--- config.mk ---
export PLATFORM = sky130hd
export DESIGN_NAME = alu_issue_unit
export DESIGN_NICKNAME = d
export VERILOG_FILES = /design/src/rtl/alu_issue_unit.sv
export SDC_FILE = /design/constraint.sdc
export NUM_CORES = 1
export LEC_CHECK = 0
export BUFFER_PORTS_ARGS = -buffer_cell sky130_fd_sc_hd__buf_2
export CORE_ASPECT_RATIO = 0.8
export CORE_MARGIN = 3
export CORE_UTILIZATION = 59
export CTS_BUF_LIST = sky130_fd_sc_hd__clkbuf_16
export CTS_CLUSTER_DIAMETER = 150
export DETAILED_ROUTE_END_ITERATION = 12
export PLACE_DENSITY = 0.87
export SYNTH_ARGS = -nofsm -noshare
export SYNTH_HDL_FRONTEND = slang
export SYNTH_SLANG_ARGS = --single-unit
export TNS_END_PERCENT = 20
--- constraint.sdc ---
create_clock -name clk -period 2.9 [get_ports clk]
set_input_delay 0.58 -clock clk [delete_from_list [all_inputs] [get_ports clk]]
set_output_delay 0.58 -clock clk [all_outputs]
set_load 0.02 [all_outputs]
--- src/rtl/alu_issue_unit.sv ---
// Sequencer for an external combinational 8-bit ALU: accepts one instruction at a time,
// reads operands from an 8x8 register file, executes, and writes results and status back.
module alu_issue_unit #(
  parameter int NREGS  = 8,
  parameter int DATA_W = 8
) (
  input  logic              clk,
  input  logic              rst_n,
  input  logic              instr_valid,
  output logic              instr_ready,
  input  logic              instr_load,
  input  logic [3:0]        instr_op,
  input  logic [2:0]        instr_rd,
  input  logic [2:0]        instr_ra,
  input  logic [2:0]        instr_rb,
  input  logic [DATA_W-1:0] instr_imm,
  output logic [DATA_W-1:0] alu_a,
  output logic [DATA_W-1:0] alu_b,
  output logic [3:0]        alu_fsl,
  input  logic [DATA_W-1:0] alu_result,
  input  logic [DATA_W-1:0] alu_mul_high,
  input  logic [3:0]        alu_sreg,
  output logic [3:0]        sreg,
  output logic              done,
  input  logic [2:0]        dbg_addr,
  output logic [DATA_W-1:0] dbg_data
);

  typedef enum logic [1:0] {IDLE, EXEC, WB, WB_HI} state_e;

  localparam logic [3:0] OP_MUL = 4'b1110;
  localparam logic [3:0] OP_CMP = 4'b1111;

  typedef struct packed {
    logic              load;
    logic [2:0]        rd;
    logic [DATA_W-1:0] imm;
  } req_t;

  typedef struct packed {
    logic [DATA_W-1:0] res;
    logic [DATA_W-1:0] hi;
    logic [3:0]        sr;
  } rsp_t;

  state_e            state_q, state_d;
  req_t              req_q, req_d;
  rsp_t              rsp_q, rsp_d;
  logic [DATA_W-1:0] rf_q [NREGS];
  logic [DATA_W-1:0] rf_d [NREGS];
  logic [DATA_W-1:0] alu_a_q, alu_a_d;
  logic [DATA_W-1:0] alu_b_q, alu_b_d;
  logic [3:0]        alu_fsl_q, alu_fsl_d;
  logic [3:0]        sreg_q, sreg_d;
  logic              done_q, done_d;
  logic [2:0]        rd_inc;

  assign rd_inc = req_q.rd + 3'd1;

  always_comb begin
    state_d   = state_q;
    req_d     = req_q;
    rsp_d     = rsp_q;
    rf_d      = rf_q;
    alu_a_d   = alu_a_q;
    alu_b_d   = alu_b_q;
    alu_fsl_d = alu_fsl_q;
    sreg_d    = sreg_q;
    done_d    = 1'b0;
    case (state_q)
      IDLE: begin
        if (instr_valid) begin
          req_d.load = instr_load;
          req_d.rd   = instr_rd;
          if (instr_load) begin
            req_d.imm = instr_imm;
            state_d   = WB;
            done_d    = 1'b1;
          end else begin
            alu_a_d   = rf_q[instr_ra];
            alu_b_d   = rf_q[instr_rb];
            alu_fsl_d = instr_op;
            state_d   = EXEC;
          end
        end
      end
      EXEC: begin
        rsp_d   = '{res: alu_result, hi: alu_mul_high, sr: alu_sreg};
        state_d = WB;
        // done is registered, so raise it on entry to the retiring state
        done_d  = (alu_fsl_q != OP_MUL);
      end
      WB: begin
        if (req_q.load) begin
          rf_d[req_q.rd] = req_q.imm;
        end else begin
          if (alu_fsl_q != OP_CMP) rf_d[req_q.rd] = rsp_q.res;
          sreg_d = rsp_q.sr;
        end
        if (!req_q.load && alu_fsl_q == OP_MUL) begin
          state_d = WB_HI;
          done_d  = 1'b1;
        end else begin
          state_d = IDLE;
        end
      end
      WB_HI: begin
        rf_d[rd_inc] = rsp_q.hi;
        state_d      = IDLE;
      end
      default: state_d = IDLE;
    endcase
  end

  always_ff @(posedge clk or negedge rst_n) begin
    if (!rst_n) begin
      state_q   <= IDLE;
      req_q     <= '0;
      rsp_q     <= '0;
      alu_a_q   <= '0;
      alu_b_q   <= '0;
      alu_fsl_q <= '0;
      sreg_q    <= '0;
      done_q    <= 1'b0;
      for (int i = 0; i < NREGS; i++) rf_q[i] <= '0;
    end else begin
      state_q   <= state_d;
      req_q     <= req_d;
      rsp_q     <= rsp_d;
      alu_a_q   <= alu_a_d;
      alu_b_q   <= alu_b_d;
      alu_fsl_q <= alu_fsl_d;
      sreg_q    <= sreg_d;
      done_q    <= done_d;
      rf_q      <= rf_d;
    end
  end

  assign instr_ready = (state_q == IDLE);
  assign alu_a       = alu_a_q;
  assign alu_b       = alu_b_q;
  assign alu_fsl     = alu_fsl_q;
  assign sreg        = sreg_q;
  assign done        = done_q;
  assign dbg_data    = rf_q[dbg_addr];

endmodule

# Word-level counts from Yosys, hierarchy flattened
# Cells that the tools add are included.
[totals] regBits=123 in_bits=48 wordCells=81 out_inout_bits=34
[classes] n_reduce_logical=11 n_bitwise=7 mux=27 eq_ne=8 n_addsub=1 magnitude_cmp=7
[ops] operator="bitwise mux 64 bit" n=3
[ops] operator="two-way mux 64 bit" n=2
[ops] operator="one-hot mux 64 bit (2 select lines)" n=1
[ops] operator="binary-select mux 8 bit (select 3 bit)" n=3
[ops] operator="two-way mux 8 bit" n=8
[ops] operator="demux 8 bit (select 3 bit)" n=2
[ops] operator="greater-or-equal comparator 4 bit (second input constant)" n=5
[ops] operator="inverter 3 -> 4 bit" n=5
[ops] operator="less-than comparator 4 x 1 -> 1 bit (second input constant)" n=2
[ops] operator="!= test 4 bit (second input constant)" n=2
[ops] operator="one-hot mux 2 bit (4 select lines)" n=1
[ops] operator="two-way mux 2 bit" n=3
[ops] operator="AND reduction 2 bit" n=3
[ops] operator="AND reduction 3 bit" n=2
[ops] operator="equality test 2 bit (second input constant)" n=2
[ops] operator="equality test 4 bit (second input constant)" n=1
[ops] operator="adder 3 x 1 -> 3 bit (second input constant)" n=1
[ops] operator="logical AND 1 bit" n=3
[ops] operator="two-way mux 1 bit" n=3
[ops] operator="!= test 3 bit (second input constant)" n=1
[ops] operator="one-hot mux 1 bit (3 select lines)" n=1
[ops] operator="equality test 2 x 1 -> 1 bit (second input constant)" n=1
[ops] operator="zero test 2 bit" n=1
[ops] operator="!= test 2 bit (second input constant)" n=1
[ops] operator="other kinds (3)" n=4

# Longest topological paths before layout
# Gate-level depths: netlist (run 1).
[logic_depth] ltp_word=9 mapped_depth=7 mapped_depth_nobuf=5

# Worst setup path before layout (run 1)
# No wires, ideal clock.
[synth_path] kind="input -> output" startpoint="input port dbg_addr[0]" endpoint="output port dbg_data[0]" setup_slack_ns=0.375 arrival_time_ns=1.945 t_required_ns=2.320 n_path_buf=2 path_stages=4 path_cell_list="buf_2 -> buf_2 -> mux4_2 -> mux2_2"
[synth_via] elab_chain_cells=4
[synth_rtl] element="start, declared" line_no="25" text="input logic [2:0] dbg_addr,"
[synth_rtl] element="inverter 3 -> 4 bit (implied by the code)" line_no="145" text="assign dbg_data = rf_q[dbg_addr];"
[synth_rtl] element="binary-select mux 8 bit (select 3 bit)" line_no="145"
[synth_rtl] element="two-way mux 8 bit (implied by the code) (2 in series)" line_no="145"
[synth_rtl] element="end, declared" line_no="26" text="output logic [DATA_W-1:0] dbg_data"
# Every way passes these cells. The select of a mux whose other input is x is not followed.

# Worst setup path after layout (run 1)
[layout_path] startpoint="register req_q[8] (netlist bit)" endpoint="register rf_q[21] (netlist bit)"
[layout_via] elab_chain_cells=9 word_cells_on_any_way=19 cone_classes="add/sub: 1; order compare: 4; mux: 10; bitwise: 2; reduce/logical: 2"
[layout_rtl] element="start, declared" line_no="47" text="req_t req_q, req_d;"
[layout_rtl] element="start signal, assigned" line_no="128" text="req_q <= req_d;"
[layout_rtl] element="parallel branches: the longest is 8 deep, another holds greater-or-equal comparator 4 bit"
[layout_rtl] element="one-hot mux 64 bit (2 select lines) *" line_no="70" text="case (state_q)"
[layout_rtl] element="end signal, assigned" line_no="135" text="rf_q <= rf_d;"
[layout_rtl] element="end, declared" line_no="49" text="logic [DATA_W-1:0] rf_q [NREGS];"
# Mark *: on every way between the ends. The select of a mux whose other input is x is not followed.
# A chain may end at the register's enable or synchronous reset.

==> results.cfg, run 1 <==
[status]
status = finished, final reports clean

[clocking]
clock-sinks = 123
cts_hold_buffers = 0
ctsResizeCount = 0
clk_path_buf_depth = 2
worst_skew_pair.late_latency_ps = 420
cts_tree = built
path_clk_slew_ps = 60
root_buffer = clkbuf_16
cts_htree_levels = 4
post_cts_buffers = 0
cts_buffers = 17

[global_routing]
grt_pass1_wl_um = 30600
met2_usage = 0.516
antenna_found_initial = 0
use_met1 = 0.382
grt_pass1_vias = 5643
met3_usage = 0.0924
top_usage_layer = met2
grt_usage = 0.309
overflow = 0
grt_max_degree = 124

[timing]
clock_skew_ps = 6.54
fin_crit_ps = 2610
finalHoldViolations = 0
fmax_mhz = 384
slew_viol_final = 0
setup_viol = 0
slew_headroom = 0.495
fin_crit_sh = 0.898
setup_tns_ps = 0
rsz0062_at_grt = no
worstMarginPinSlew_ps = 757

[drt]
first_pass_iters = 6
viasPerCell = 7.11
remaining_drc_errors = 0
antenna_left = 0
wirelength_um = 19300
num_vias = 5284
drtIter0Drc = 685
wl_per_cell_um = 26.0

[yosys]
ys_warn_count = 0
synth.top_cells.by_area = dfrtp_1, mux2_2, mux4_2
synth-seq-cells = 123
synth_ff_type = dfrtp_1
synth_edf_count = 0
synth_cell_type_count = 39
synth_area_mm2 = 0.00697
postSynth.asyncResetShare = 1.00
syn_inst = 517
ys_seq_area_frac = 0.442
synth_nets = 566
synth_largest_area_cell = dfrtp_1
netlist.area_leader.share = 0.442
syn_area_per_cell_um2 = 13.5

[pwr]
power_frac_clock = 0.230
p_int_mw = 5.67
p_leak_nw = 3.55
p_sw_frac = 0.390
power.switching_mw = 3.63
power.share.combinational = 0.428
seq_power_share = 0.342
power.density_mw_per_mm2 = 1150
ir_drop_mv = 0.518

[floorplan]
fp-row-count = 34
core_area_mm2 = 0.0112
dieWidth_um = 128
dieArea_mm2 = 0.0132
io_pins = 82
die_h_um = 103
initial_utilization = 0.623

[worst_setup_path]
cp.depth = 5
critPathBufInv = 0
critPathTopFamily = flip-flops
critPathArrivalTime_ps = 2900
critPathCaptureType = flop
critPathRequiredTime_ps = 3190
critPathCapture = rf_q[21]
regToRegStartpoint = req_q[8]
path_cells = ha_1 > xor2_2 > nand2_1 > o22ai_2 > mux2_2
path_class = flop to flop
reg2reg_slack_ps = 290
crit_start = req_q[8]
crit_path_max_fanout = 17
start_kind = flop
ff2ff_path_depth = 5
r2r-end = rf_q[21]
slowest_delay_ps = 670
cpMaxStageDelayCell = dfrtp_1

[final_layout]
fin_area_mm2 = 0.00807
synthToLayoutAreaGrowth_pct = 15.8
fin_cells = 743
n_antenna_cell = 0
drive_gt1_frac = 0.489
layout_commonest_cell = dfrtp_1
final_cell_mix = dfrtp_1, mux2_2, buf_2, o22ai_1, mux4_2
fin_nets = 637

[placed_design]
dp_cells = 713
place_area_mm2 = 0.00748
numPortBuffers = 81
hpwlAfterDp_um = 13100
gp_congestion = 0.960

[min_path]
hold_class = input pin to asynchronous set/reset pin

[flow_run]
cap_viol_max_count = 0
stage by stage:
stage | hold WS, ps | util | total power, mW | worst slack (ps)
finish | 242 | 0.721 | 9.30 | 295
global route | 307 | 0.721 | 9.69 | 140
CTS | 296 | 0.721 | 9.20 | 328
detailed placement | 493 | 0.669 | 6.99 | 337
global placement | 481 | 0.669 | 6.75 | 372
floorplan | 284 | - | 5.83 | 375
Yosys cell counts, types with 3 or more instances:
library cell / instances
mux2_1: 4
nor2b_1: 5
nand2_1: 17
nand3b_1: 3
buf_1: 7
mux2i_1: 24
o32ai_4: 4
o22ai_1: 64
mux2_2: 99
o32a_1: 3
mux4_2: 48
clkbuf_1: 14
buf_2: 18
a21oi_1: 17
nor2_1: 22
nand3_1: 5
or2_2: 8
dfrtp_1: 123
mux2_4: 8
registers in the layout, summed over array words and instances, names as in the netlist:
name / flops
rsp_q: 20
alu_a: 8
done: 1
alu_b: 8
req_q: 12
alu_fsl: 4
sreg: 4
state_q: 2
rf_q: 64
cell type report:
cell class | count | area (um^2)
flip-flops and latches | 123 | 3080
clock buffers | 17 | 425
multi-input cells | 351 | 3690
well taps | 144 | 180
fillers | 725 | 3120
clock inverters | 13 | 160
repair buffers | 95 | 538
how the worst min path moves through the flow:
stage          depth (start not counted)         end  startpoint  slack [ps]
6_report                               2  alu_fsl[1]       rst_n         240
4_1_cts                                2  alu_fsl[1]       rst_n         300
2_1_floorplan                          0    alu_a[0]       rst_n         280
5_1_grt                                2  alu_fsl[1]       rst_n         310
3_3_place_gp                           1     sreg[1]    rsp_q[1]         480
3_5_place_dp                           1    rsp_q[2]    rsp_q[2]         490
kinds of logic after synthesis:
family          share of synthesized area
fa+ha+maj                         0.00180
mux                                 0.373
compound gates                     0.0944
buf+inv                            0.0296
flops                               0.442
xor+xnor                          0.00359
simple gates                       0.0557
power by group through the flow:
| stage | logic (mW) | clock network (mW) | registers [mW] |
|---|---|---|---|
| floorplan | 2.76 | 0 | 3.07 |
| global placement | 3.70 | 0 | 3.05 |
| detailed placement | 3.85 | 0 | 3.14 |
| CTS | 3.91 | 2.14 | 3.14 |
| global route | 4.22 | 2.23 | 3.25 |
| finish | 3.98 | 2.14 | 3.18 |
layer usage:
layer,up-vias,share of wire
li1,2167,-
met2,373,0.49
met3,96,0.092
met4,0,0.044
met1,2648,0.38
met5,-,0
Power figures use the tool's default switching activity.
==> run 2, diff against run 1 <==
--- a/config.mk
+++ b/config.mk
@@ -12,7 +12,8 @@
 export CTS_BUF_LIST = sky130_fd_sc_hd__clkbuf_16
 export CTS_CLUSTER_DIAMETER = 150
 export DETAILED_ROUTE_END_ITERATION = 12
-export PLACE_DENSITY = 0.87
+export HOLD_SLACK_MARGIN = 0.05
+export PLACE_DENSITY = 0.81
 export SYNTH_ARGS = -nofsm -noshare
 export SYNTH_HDL_FRONTEND = slang
 export SYNTH_SLANG_ARGS = --single-unit
==> results.cfg, run 2 (synthesized netlist as in run 1, its figures left out) <==
[flow_run]
cap_viol_max_count = 0

[pwr]
power.total_mw = 9.17
power.share.combinational = 0.428
power_frac_clock = 0.231
p_int_mw = 5.54
seq_power_share = 0.340
ir_drop_mv = 0.620
power.switching_mw = 3.63
power.density_mw_per_mm2 = 1130
p_sw_frac = 0.396
p_leak_nw = 3.55

[drt]
viasPerCell = 6.95
num_vias = 5188
wirelength_um = 18500
remaining_drc_errors = 0
wl_per_cell_um = 24.8
first_pass_iters = 7
drtIter0Drc = 590
antenna_left = 0

[timing]
rsz0062_at_grt = no
setup_tns_ps = 0
fmax_mhz = 384
slew_headroom = 0.517
fin_crit_sh = 0.898
fin_ws_ps = 297
finalHoldViolations = 0
worstMarginPinSlew_ps = 724
clock_skew_ps = 6.34
slew_viol_final = 0
fin_crit_ps = 2600
setup_viol = 0

[worst_setup_path]
cpMostUsedCell = buf_2
critPathTopFamily = multiplexers
path_cells = buf_2 > buf_12 > mux4_2 > mux2_2 > buf_2
crit_start = dbg_addr[0]
path_class = input pin to output pin
critPathBufInv = 3
slowest_delay_ps = 520
start_kind = input pin
cpMaxStageDelayCell = mux4_2
critPathArrivalTime_ps = 2020
critPathCaptureType = output pin
crit_path_max_fanout = 10
regToRegStartpoint = req_q[8]
critPathRequiredTime_ps = 2320

[clocking]
post_cts_buffers = 0
root_buffer = clkbuf_16
cts_buffers = 17
clk_path_buf_depth = 2
ctsResizeCount = 0
clock-sinks = 123
worst_skew_pair.late_latency_ps = 420
cts_hold_buffers = 0
path_clk_slew_ps = 60
cts_htree_levels = 4
cts_tree = built

[global_routing]
grt_usage = 0.294
grt_pass1_wl_um = 28800
grt_max_degree = 60
grt_pass1_vias = 5278
overflow = 0
antenna_found_initial = 0

[final_layout]
fillers = 715
final_cell_mix = dfrtp_1, mux2_2, buf_2, o22ai_1, mux4_2
largest-register = rf_q
layout_commonest_cell = dfrtp_1
largestRegisters = rf_q x64, rsp_q x20, req_q x12
fin_nets = 639
n_antenna_cell = 0
synthToLayoutAreaGrowth_pct = 16.1
largest_reg_flops = 64
fin_area_mm2 = 0.00809
drive_gt1_frac = 0.502

[placed_design]
gp_congestion = 0.967
hpwlAfterDp_um = 13100
place_area_mm2 = 0.00750
numPortBuffers = 81
place_ws_ps = 345

[floorplan]
fp-row-count = 34
die_h_um = 103
io_pins = 82
initial_utilization = 0.623
core_area_mm2 = 0.0112
dieWidth_um = 128
dieArea_mm2 = 0.0132

[status]
status = finished, final reports clean

[min_path]
hold_class = input pin to asynchronous set/reset pin
[run 2: cell count changes in the layout (fill, tap and decap cells not counted), sizes merged]
cell / change
inv: +3
bufinv: -2
clkinv: -2
clkinvlp: +3
buf: +2
[run 2: metrics by stage]
stage               hold WS [ps]  instances   util
floorplan                    284        517      -
global placement             481        715  0.670
detailed placement           495        715  0.670
CTS                          136        747  0.723
global route                 138        747  0.723
finish                       120        747  0.723
[run 2: power groups by stage]
stage / logic [mW] / clock network [mW] / registers, mW
floorplan: 2.76 / 0 / 3.07
global placement: 3.71 / 0 / 3.05
detailed placement: 3.85 / 0 / 3.12
CTS: 3.88 / 2.13 / 3.10
global route: 4.18 / 2.22 / 3.20
finish: 3.93 / 2.12 / 3.12
[run 2: final cells by class]
| cell class | count | area, um^2 | area share |
|---|---|---|---|
| Multi-Input combinational cell | 351 | 3690 | 0.456 |
| Sequential cell | 123 | 3080 | 0.381 |
| Timing Repair Buffer | 97 | 553 | 0.0684 |
| Clock buffer | 17 | 425 | 0.0526 |
| Tap cell | 144 | 180 | 0.0223 |
| Clock inverter | 15 | 165 | 0.0204 |
[run 2: metal layers]
| layer | wire length [um] | GRT usage | up-vias | share of wire |
|---|---|---|---|---|
| li1 | - | - | 2171 | - |
| met3 | 1770 | 0.0796 | 49 | 0.096 |
| met1 | 7420 | 0.387 | 2651 | 0.40 |
| met2 | 8730 | 0.468 | 317 | 0.47 |
| met4 | 588 | 0.131 | 0 | 0.032 |
| met5 | 0 | 0 | - | 0 |
[run 2: worst paths after layout]
kind / end / slack (ps) / cells after the start
max reg2reg: rf_q[46] / 320 / 5
min: alu_fsl[2] / 120 / 1
min in group clk: req_q[4] / 390 / 2
min reg2reg: sreg[1] / 500 / 1
max in group asynchronous: rf_q[30] / 2020 / 2
max: dbg_data[1] / 300 / 5
